==> src/rtl/display_frame_ctrl.sv <==
// Streams 24-bit RGB pixels into a byte-wide frame buffer in BMP bottom-up BGR order.
// Each accepted pixel becomes three byte writes on the following three cycles; pix_ready only in ACCEPT.
module display_frame_ctrl #(
    parameter int WIDTH  = 240,
    parameter int HEIGHT = 320,
    parameter int ADDR_W = 18
) (
    input  logic              HCLK,
    input  logic              HRESET,
    input  logic              start,
    input  logic              abort,
    input  logic              pix_valid,
    input  logic [23:0]       pix_data,
    output logic              pix_ready,
    output logic              mem_we,
    output logic [ADDR_W-1:0] mem_addr,
    output logic [7:0]        mem_wdata,
    output logic              busy,
    output logic              DEC_DONE
);

    localparam int XW = (WIDTH  > 1) ? $clog2(WIDTH)  : 1;
    localparam int YW = (HEIGHT > 1) ? $clog2(HEIGHT) : 1;

    localparam logic [XW-1:0]     X_LAST    = XW'(WIDTH - 1);
    localparam logic [YW-1:0]     Y_LAST    = YW'(HEIGHT - 1);
    localparam logic [ADDR_W-1:0] ROW_BYTES = ADDR_W'(WIDTH * 3);
    localparam logic [ADDR_W-1:0] TOP_BASE  = ADDR_W'((HEIGHT - 1) * WIDTH * 3);

    typedef enum logic [2:0] {
        IDLE   = 3'd0,
        ACCEPT = 3'd1,
        WR_B   = 3'd2,
        WR_G   = 3'd3,
        WR_R   = 3'd4,
        DONE   = 3'd5
    } state_t;

    state_t            state;
    logic [XW-1:0]     x;
    logic [YW-1:0]     y;
    logic [ADDR_W-1:0] row_base;
    logic [ADDR_W-1:0] col_off;
    logic [15:0]       pix_gr;

    assign pix_ready = (state == ACCEPT);
    assign busy      = (state == ACCEPT) || (state == WR_B) || (state == WR_G) || (state == WR_R);
    assign DEC_DONE  = (state == DONE);

    always_ff @(posedge HCLK) begin
        if (HRESET) begin
            state     <= IDLE;
            mem_we    <= 1'b0;
            mem_addr  <= '0;
            mem_wdata <= '0;
            x         <= '0;
            y         <= '0;
            row_base  <= '0;
            col_off   <= '0;
            pix_gr    <= '0;
        end else begin
            mem_we <= 1'b0;
            case (state)
                IDLE, DONE: begin
                    // abort beats a simultaneous start and drops a completed frame's status
                    if (abort) begin
                        state <= IDLE;
                    end else if (start) begin
                        state    <= ACCEPT;
                        x        <= '0;
                        y        <= '0;
                        row_base <= TOP_BASE;
                        col_off  <= '0;
                    end
                end
                ACCEPT: begin
                    if (abort) begin
                        state <= IDLE;
                    end else if (pix_valid) begin
                        state     <= WR_B;
                        pix_gr    <= pix_data[23:8];
                        mem_we    <= 1'b1;
                        mem_addr  <= row_base + col_off;
                        mem_wdata <= pix_data[7:0];
                    end
                end
                WR_B: begin
                    if (abort) begin
                        state <= IDLE;
                    end else begin
                        state     <= WR_G;
                        mem_we    <= 1'b1;
                        mem_addr  <= mem_addr + ADDR_W'(1);
                        mem_wdata <= pix_gr[7:0];
                    end
                end
                WR_G: begin
                    if (abort) begin
                        state <= IDLE;
                    end else begin
                        state     <= WR_R;
                        mem_we    <= 1'b1;
                        mem_addr  <= mem_addr + ADDR_W'(1);
                        mem_wdata <= pix_gr[15:8];
                    end
                end
                WR_R: begin
                    if (abort) begin
                        state <= IDLE;
                    end else if (x == X_LAST && y == Y_LAST) begin
                        state <= DONE;
                    end else begin
                        state <= ACCEPT;
                        // rows walk downwards in memory: BMP stores the bottom row first
                        if (x == X_LAST) begin
                            x        <= '0;
                            col_off  <= '0;
                            y        <= y + 1'b1;
                            row_base <= row_base - ROW_BYTES;
                        end else begin
                            x       <= x + 1'b1;
                            col_off <= col_off + ADDR_W'(3);
                        end
                    end
                end
                default: state <= IDLE;
            endcase
        end
    end

endmodule

==> config.mk <==
export PLATFORM = sky130hd
export DESIGN_NAME = display_frame_ctrl
export DESIGN_NICKNAME = d
export VERILOG_FILES = /design/src/rtl/display_frame_ctrl.sv
export SDC_FILE = /design/constraint.sdc
export NUM_CORES = 1
export LEC_CHECK = 0
export CORE_MARGIN = 3
export CORE_UTILIZATION = 57
export DETAILED_ROUTE_END_ITERATION = 8
export PLACE_DENSITY = 0.82
export REMOVE_ABC_BUFFERS = 1
export SYNTH_ARGS = -nofsm -noshare
export SYNTH_HDL_FRONTEND = slang
export SYNTH_SLANG_ARGS = --single-unit
==> constraint.sdc <==
create_clock -name HCLK -period 2.8 [get_ports HCLK]
set_input_delay 0.42 -clock HCLK [delete_from_list [all_inputs] [get_ports HCLK]]
set_output_delay 0.42 -clock HCLK [all_outputs]
set_load 0.05 [all_outputs]
==> flow_summary_export.csv, run 1 <==
group,metric,value,unit
final_layout,fin_cells,833,
yosys,ys_seq_area_share,36.13,%
final_layout,post_route_cells_drive_above_1_share,7.310,%
placed_design,io_buffers,58,
pwr,leakagePower,2.008,nW
timing,min_period,2.412,ns
placed_design,dp_cells,817,
yosys,async_reset_ff_share,0,%
clock_network,cts_tree,"built",
floorplanning,design.portCount,59,
floorplanning,core,8848,µm²
final_layout,nets,767,
critical_path,worst-r2r-cell-count,7,
clock_network,numCtsBuffers,9,
critical_path,endpoint_kind,"flop",
critical_path,crit_required,3.06,ns
timing,fin_crit_sh,86.13,%
timing,tightest_slew,0.7709,ns
floorplanning,die_w,102.1,µm
final_layout,final_cell_mix,"nand2_1 (96), dfxtp_1 (95), a21oi_1 (73)",
clock_network,clockBufferDepth,2,
route,num_vias,5026,
floorplanning,die_h,102.1,µm
final_layout,insertedDiodeCount,0,
yosys,synth_cell_types,62,
critical_path,path_cells,"ha_1, a211oi_1, o21bai_1, o2111ai_1, nor4b_1, o21ai_0, and4_1",
timing,hold_violations,0,
global_routing,antenna_found_initial,0,
worst_hold_path,min_path_cells,2,
yosys,synth_edf_count,0,
floorplanning,start_util,59.49,%
yosys,synth_cells,673,
critical_path,critPathSlowestCell,"dfxtp_1",
outcome,outcome,"finished, final reports clean",
timing,clock_skew,0.01209,ns
placed_design,gp_congestion,0.8738,
timing,fin_setup_tns,0,ns
critical_path,startpoint_type,"flop",
yosys,synth_area_per_cell,7.821,µm²
route,dr.pass1.iters,5,
clock_network,clock_latency,0.36,ns
critical_path,crit_family,"compound AO/OA/AOI/OAI gates",
floorplanning,placementRows,34,
critical_path,crit_path_max_fanout,5,
clock_network,holdBufCountCts,0,
floorplanning,die_area,10420,µm²
critical_path,slowest_delay,0.43,ns
placed_design,dpl_worst_slack,0.2889,ns
yosys,synth_warnings,0,
pwr,total_power,2.606,mW
global_routing,gr-total-overflow,0,
clock_network,clk_pin_slew,0.10,ns
route,drc,0,
timing,slew_violations,0,
route,routedWlPerCell,15.57,µm
timing,setup_violations,0,
route,wl,12.97,mm
yosys,synth-main-ff-cell,"dfxtp_1",
clock_network,cts.sinks,95,
final_layout,syn_to_final_growth,16.66,%
final_layout,layout_commonest_cell,"nand2_1",
clock_network,postCtsSetupBuffers,0,
yosys,synth_area,5264,µm²
route,drt-initial-drc-count,208,
placed_design,dpl.hpwl,9.319,mm
critical_path,arrival,2.67,ns
critical_path,critical_path_buf_inv_count,0,
timing,rsz0062_at_grt,"no",
global_routing,grt_pass1_vias,4730,
pwr,peakVddDrop,0.0002939,V
timing,slew-limit-headroom,48.61,%
clock_network,cts_max_level,3,
critical_path,path_depth,7,
route,ant_nets,0,
worst_hold_path,hold_class,"reg2reg",
yosys,synth_seq_cells,95,
critical_path,critPathKind,"reg2reg",
pwr,cellPowerDensity,424.4,nW/µm²
clock_network,cts_root_buf,"clkbuf_8",
global_routing,track_usage,25.62,%
global_routing,grt_pass1_wl,21.85,mm
clock_network,cts-resized-gates,0,
route,routed_via_density,6.034,
global_routing,grt_max_degree,48,
timing,timing.fmax,414.7,MHz
flow_run,maxCapViolations,0,
timing,setup_slack,0.3884,ns
==> sequential cells by signal, indices dropped and copies added (netlist names) <==
| name | count |
|---|---|
| state | 3 |
| pix_gr | 16 |
| mem_addr | 18 |
| col_off | 18 |
| y | 9 |
| mem_wdata | 8 |
| row_base | 14 |
| x | 8 |
| mem_we | 1 |
==> kinds of logic after synthesis <==
| group | synth area share (%) |
|---|---|
| XOR/XNOR | 7.155 |
| adder cells (fa/ha/maj) | 4.540 |
| AO/OA/AOI/OAI | 19.04 |
| buffers and inverters | 4.421 |
| AND/OR/NAND/NOR | 27.00 |
| flip-flops | 36.13 |
| multiplexers | 1.712 |
==> synthesized netlist by cell type (all sizes together), types with 3 or more instances <==
library cell | n | area [µm²]
nand4 | 9 | 56.30
inv | 16 | 60.06
ha | 18 | 225.2
nor2 | 67 | 254.0
or2 | 5 | 31.28
o211ai | 12 | 95.09
nand2b | 5 | 31.28
nor2b | 3 | 18.77
a211oi | 7 | 52.55
and3 | 6 | 37.54
o31ai | 4 | 30.03
a31oi | 5 | 31.28
a221oi | 3 | 26.28
xor2 | 7 | 61.31
o311ai | 3 | 26.28
nor4b | 6 | 58.80
a311oi | 7 | 61.31
nand2 | 98 | 377.9
a21oi | 73 | 365.4
and2 | 4 | 25.02
nand3b | 4 | 30.03
clkbuf | 27 | 101.4
mux2i | 9 | 90.09
or4 | 4 | 33.78
o21ai | 31 | 155.2
dfxtp | 95 | 1902
buf | 11 | 66.31
nor4 | 17 | 106.4
or3 | 8 | 55.05
xnor2 | 36 | 315.3
o21bai | 3 | 22.52
nor3 | 26 | 140.1
nor3b | 5 | 37.54
o21a | 5 | 37.54
nand3 | 14 | 70.07
==> worst reg2reg max path, stage by stage (launching register included) <==
cell,delay [ns]
dfxtp_1,0.43
ha_1,0.30
a211oi_1,0.38
o21bai_1,0.23
o2111ai_1,0.40
nor4b_1,0.30
o21ai_0,0.13
and4_1,0.15
==> layer usage <==
metal	vias to the layer above	share of wire, %	track usage, %
li1	2490	-	-
met2	172	47	42.18
met5	-	0	0
met3	23	5.5	3.618
met1	2341	46	34.20
met4	0	1.7	9.687
==> area by class of cell <==
class / instances / area [µm²]
fillers: 734 / 2708
well taps: 108 / 135.1
flip-flops and latches: 95 / 1902
inverters: 17 / 65.06
clock inverters: 6 / 70.07
clock buffers: 10 / 127.6
repair buffers: 74 / 703.2
multi-input cells: 523 / 3138
==> final timing paths <==
kind / slack (ns) / end / from
min reg2reg: 0.46 / pix_gr[10] / pix_gr[10]
max reg2reg: 0.39 / mem_addr[15] / col_off[5]
max: 0.39 / mem_addr[15] / col_off[5]
min: 0.46 / pix_gr[10] / pix_gr[10]
==> stage by stage <==
step / util (%) / hold slack, ns / instance area [µm²]
after global routing: 69.40 / 0.4816 / 6141
after detailed placement: 67.17 / 0.4475 / 5943
final: 69.40 / 0.4599 / 6141
after floorplan: - / 0.4296 / 5096
after global placement: 67.17 / 0.4428 / 5943
after CTS: 69.40 / 0.4611 / 6141
==> power by group <==
group	internal (mW)	switching (mW)	total [mW]
logic	0.117	0.160	0.277
registers	1.37	0.0284	1.40
clock network	0.418	0.508	0.926
Power figures use the tool's default switching activity.
==> inputs of run 2 (changes only) <==
Settings changed: CORE_ASPECT_RATIO set to 1.5.
==> run 2 against run 1 <==
Final area grew 1.5%; combinational power barely moved; die area up 0.24%; first-iteration DRC count grew 52%; clock power grew 26%; via count up 2.6%; sequential power is essentially flat; power grew 9.7%; utilization is 0.39 points higher; count of clock-buffer cells in the layout is 2 higher; largest cell class unchanged; largest power group unchanged.
==> flow_summary_export.csv, run 2 (same netlist as run 1, synthesis figures left out) <==
group,metric,value,unit
outcome,outcome,"finished, final reports clean",
route,drc,0,
final_layout,largestRegisters,"col_off (18), mem_addr (18), pix_gr (16)",
floorplanning,design.portCount,59,
clock_network,cts-resized-gates,0,
route,num_vias,5158,
floorplanning,placementRows,42,
route,ant_nets,0,
final_layout,syn_to_final_growth,18.45,%
critical_path,arrival,2.73,ns
critical_path,slowest_delay,0.46,ns
critical_path,crit-reg2reg-launch,"row_base[5]",
clock_network,clk_pin_slew,0.07,ns
worst_hold_path,hold-path-endpoint,"mem_wdata[0]",
timing,slew_violations,0,
floorplanning,die_h,123.7,µm
critical_path,worstReg2RegEnd,"mem_addr[17]",
final_layout,insertedDiodeCount,0,
critical_path,endpoint_kind,"flop",
timing,timing.fmax,396.8,MHz
critical_path,crit_path_max_fanout,4,
clock_network,clockBufferDepth,2,
flow_run,maxCapViolations,0,
placed_design,gp_congestion,0.8323,
global_routing,gr-total-overflow,0,
clock_network,cts_tree,"built",
final_layout,multi_input_area,3138,µm²
pwr,peakVddDrop,0.0003929,V
placed_design,dpl.hpwl,9.829,mm
clock_network,numCtsBuffers,9,
floorplanning,die_w,84.47,µm
worst_hold_path,min_path_cells,2,
clock_network,cts.sinks,95,
final_layout,final.fill_count,747,
clock_network,postCtsSetupBuffers,0,
critical_path,critPathSlowestCell,"dfxtp_1",
final_layout,final_cell_mix,"nand2_1 (96), dfxtp_1 (95), a21oi_1 (73)",
global_routing,grt_pass1_wl,22.12,mm
critical_path,critical_path_buf_inv_count,0,
final_layout,layout_commonest_cell,"nand2_1",
pwr,cellPowerDensity,458.7,nW/µm²
timing,slew-limit-headroom,48.78,%
critical_path,startpoint_type,"flop",
timing,hold_violations,0,
timing,setup_slack,0.2801,ns
worst_hold_path,hold_class,"reg2reg",
route,routed_via_density,6.162,
placed_design,placed_cell_area,5948,µm²
critical_path,worst-r2r-setup-slack,0.28,ns
worst_hold_path,min-delay-start,"mem_wdata[0]",
final_layout,stdcell_area,6235,µm²
final_layout,nets,769,
clock_network,cts_max_level,3,
final_layout,seq_area,1902,µm²
global_routing,grt_max_degree,48,
pwr,leakagePower,2.060,nW
critical_path,critPathKind,"reg2reg",
route,routedWlPerCell,16.07,µm
floorplanning,start_util,58.92,%
timing,rsz0062_at_grt,"no",
global_routing,grt_pass1_vias,4976,
placed_design,io_buffers,58,
route,dr.pass1.iters,5,
global_routing,antenna_found_initial,1,
critical_path,crit_top_cell,"a211oi_1",
timing,fin_crit_sh,90.00,%
placed_design,dpl_worst_slack,0.2065,ns
clock_network,cts_root_buf,"clkbuf_16",
timing,fin_setup_tns,0,ns
clock_network,clock_latency,0.35,ns
critical_path,path_cells,"ha_1, a211oi_1, o21bai_1, o211ai_1, a2111oi_0, a311oi_1, a211oi_1",
final_layout,post_route_cells_drive_above_1_share,7.565,%
route,wl,13.45,mm
floorplanning,core,8934,µm²
critical_path,crit_family,"compound AO/OA/AOI/OAI gates",
timing,hold_slack,0.4554,ns
timing,min_period,2.520,ns
global_routing,track_usage,25.76,%
critical_path,worst-r2r-cell-count,7,
critical_path,crit_required,3.01,ns
clock_network,holdBufCountCts,0,
timing,tightest_slew,0.7624,ns
pwr,total_power,2.860,mW
timing,clock_skew,0.01157,ns
route,drt-initial-drc-count,316,
floorplanning,die_area,10450,µm²
timing,setup_violations,0,
[run 2: per-stage QoR]
stage | std cells | util [%]
3_3_place_gp | 821 | 66.58
2_1_floorplan | 635 | -
3_5_place_dp | 821 | 66.58
6_report | 837 | 69.79
5_1_grt | 837 | 69.79
4_1_cts | 837 | 69.79
[run 2: power breakdown]
part | leakage (nW) | internal [mW] | switching [mW]
clock | 0.139 | 0.653 | 0.522
combinational | 1.15 | 0.118 | 0.162
sequential | 0.768 | 1.38 | 0.0301
[run 2: per-layer routing]
layer  vias up  wire length [µm]  global-route usage, %
met1      2408              5217                  27.61
met3        44               717                  3.309
li1       2505                 -                      -
met2       199              7040                  49.26
met5         -                11                      0
met4         2               459                  12.87
[run 2: worst min-delay path: stages (launching register included)]
cell and delay [ns]:
dfxtp_1 0.31, nand2_1 0.05, a21oi_1 0.05
[run 2: layout make-up]
| cell class | instances | share of cell area (%) |
|---|---|---|
| inverters | 17 | 1.044 |
| flip-flops and latches | 95 | 30.50 |
| well taps | 110 | 2.208 |
| clock inverters | 4 | 0.4816 |
| clock buffers | 12 | 4.114 |
| repair buffers | 76 | 11.32 |
| multi-input cells | 523 | 50.33 |
[run 2: worst max path at each step]
stage,depth (start not counted),to,from
after floorplan,6,col_off[7],state[0]
after global placement,7,row_base[8],start
after detailed placement,7,row_base[8],start
after CTS,7,mem_addr[17],row_base[5]
after global routing,7,mem_addr[15],row_base[5]
final,7,mem_addr[17],row_base[5]
==> inputs of run 3 (changes only) <==
Settings changed: CORE_MARGIN 3 to not set.
==> run 3 against run 2 <==
Flip-flop and latch count did not move; combinational power barely moved; routed wire length decreased by 1.0%; power grew 2.8%; largest power group unchanged; worst setup slack better by 0.11 ns; register-to-register slack improved by 0.11 ns.
==> flow_summary_export.csv, run 3 (same netlist as run 1, synthesis figures left out) <==
group,metric,value,unit
timing,hold_violations,0,
route,wl,13.31,mm
final_layout,post_route_cells_drive_above_1_share,7.830,%
global_routing,grt_max_degree,49,
timing,slew_violations,0,
global_routing,gr-total-overflow,0,
route,drc,0,
global_routing,antenna_found_initial,0,
route,dr.pass1.iters,5,
route,routedWlPerCell,15.88,µm
clock_network,holdBufCountCts,0,
critical_path,arrival,2.63,ns
global_routing,grt_pass1_wl,22.31,mm
critical_path,crit_path_max_fanout,6,
floorplanning,start_util,59.27,%
final_layout,fin_cells,838,
final_layout,nets,770,
global_routing,track_usage,29.37,%
timing,setup_violations,0,
floorplanning,die_w,80.47,µm
final_layout,stdcell_area,6274,µm²
placed_design,placed_cell_area,5968,µm²
clock_network,cts-resized-gates,0,
critical_path,critPathKind,"reg2reg",
final_layout,insertedDiodeCount,0,
critical_path,slowest_delay,0.43,ns
clock_network,clockBufferDepth,2,
clock_network,cts_tree,"built",
final_layout,layout_commonest_cell,"nand2_1",
pwr,leakagePower,2.084,nW
pwr,cellPowerDensity,468.5,nW/µm²
timing,fin_crit_sh,85.93,%
pwr,total_power,2.939,mW
timing,tightest_slew,0.6855,ns
floorplanning,die_area,9631,µm²
critical_path,endpoint_kind,"flop",
floorplanning,die_h,119.7,µm
route,ant_nets,0,
timing,rsz0062_at_grt,"no",
floorplanning,design.portCount,59,
placed_design,io_buffers,58,
timing,slew-limit-headroom,53.95,%
clock_network,cts_max_level,3,
worst_hold_path,hold_class,"reg2reg",
floorplanning,placementRows,42,
placed_design,dpl.hpwl,9.612,mm
clock_network,cts.sinks,95,
final_layout,final.fill_count,699,
flow_run,maxCapViolations,0,
clock_network,clock_latency,0.35,ns
critical_path,crit_top_cell,"a211oi_1",
clock_network,numCtsBuffers,9,
critical_path,critPathSlowestCell,"a211oi_1",
clock_network,postCtsSetupBuffers,0,
critical_path,startpoint_type,"flop",
timing,timing.fmax,415.6,MHz
global_routing,grt_pass1_vias,5003,
pwr,peakVddDrop,0.0004471,V
route,routed_via_density,6.156,
final_layout,syn_to_final_growth,19.18,%
timing,min_period,2.406,ns
clock_network,cts_root_buf,"clkbuf_16",
placed_design,gp_congestion,0.9222,
floorplanning,core,8881,µm²
placed_design,dpl_worst_slack,0.2440,ns
route,drt-initial-drc-count,217,
critical_path,path_cells,"ha_1, a211oi_1, o21ai_0, o211ai_1, a2111oi_0, a311oi_1, a211oi_1",
final_layout,largestRegisters,"col_off (18), mem_addr (18), pix_gr (16)",
timing,clock_skew,0.009651,ns
timing,setup_slack,0.3939,ns
route,num_vias,5159,
outcome,outcome,"finished, final reports clean",
clock_network,clk_pin_slew,0.07,ns
placed_design,dp_cells,822,
critical_path,crit_required,3.02,ns
final_layout,final_cell_mix,"nand2_1 (96), dfxtp_1 (95), a21oi_1 (73)",
timing,hold_slack,0.4558,ns
-- run 3: cell count changes in the layout (fill, tap and decap cells not counted), sizes merged --
| cell | delta |
|---|---|
| buf | +1 |
| bufinv | +1 |
| clkbuf | -2 |
| clkinvlp | -1 |
| inv | +2 |
-- run 3: report_power, final --
| part | internal [mW] | switching (mW) | leakage (nW) |
|---|---|---|---|
| logic | 0.120 | 0.163 | 1.16 |
| clock network | 0.721 | 0.531 | 0.153 |
| registers | 1.38 | 0.0293 | 0.768 |
| total | 2.22 | 0.723 | 2.08 |
-- run 3: layout make-up --
cell class / count / area (µm²) / share of cell area (%)
Inverter: 17 / 65.06 / 1.037
Sequential cell: 95 / 1902 / 30.32
Tap cell: 110 / 137.6 / 2.194
Multi-Input combinational cell: 523 / 3138 / 50.02
Clock inverter: 6 / 66.31 / 1.057
Timing Repair Buffer: 77 / 725.7 / 11.57
Clock buffer: 10 / 239.0 / 3.809
-- run 3: final timing paths --
kind	from	to	slack [ns]	cells after the start
setup reg to reg	row_base[9]	mem_addr[17]	0.39	7
setup / recovery	row_base[9]	mem_addr[17]	0.39	7
hold / removal	mem_wdata[2]	mem_wdata[2]	0.46	2
hold reg to reg	mem_wdata[2]	mem_wdata[2]	0.46	2
-- run 3: through the flow --
step | utilization (%) | setup TNS (ns)
2_1_floorplan | - | -7.722
3_3_place_gp | 67.20 | 0
3_5_place_dp | 67.20 | 0
4_1_cts | 70.64 | 0
5_1_grt | 70.64 | 0
6_report | 70.64 | 0
-- run 3: worst max-delay path, delay by kind of cell, from the launching register on --
kind                       cells  cell delay, ns
DFF                            1            0.36
adders and majority gates      1            0.40
AOI/OAI and AO/OA              6            1.51
-- run 3: routing by layer --
metal  GRT usage [%]  wire [µm]  vias up
li1                -          -     2507
met1           32.28       5148     2408
met2           52.38       6969      203
met3           5.095        730       41
met4           15.29        461        0
met5               0          0        -
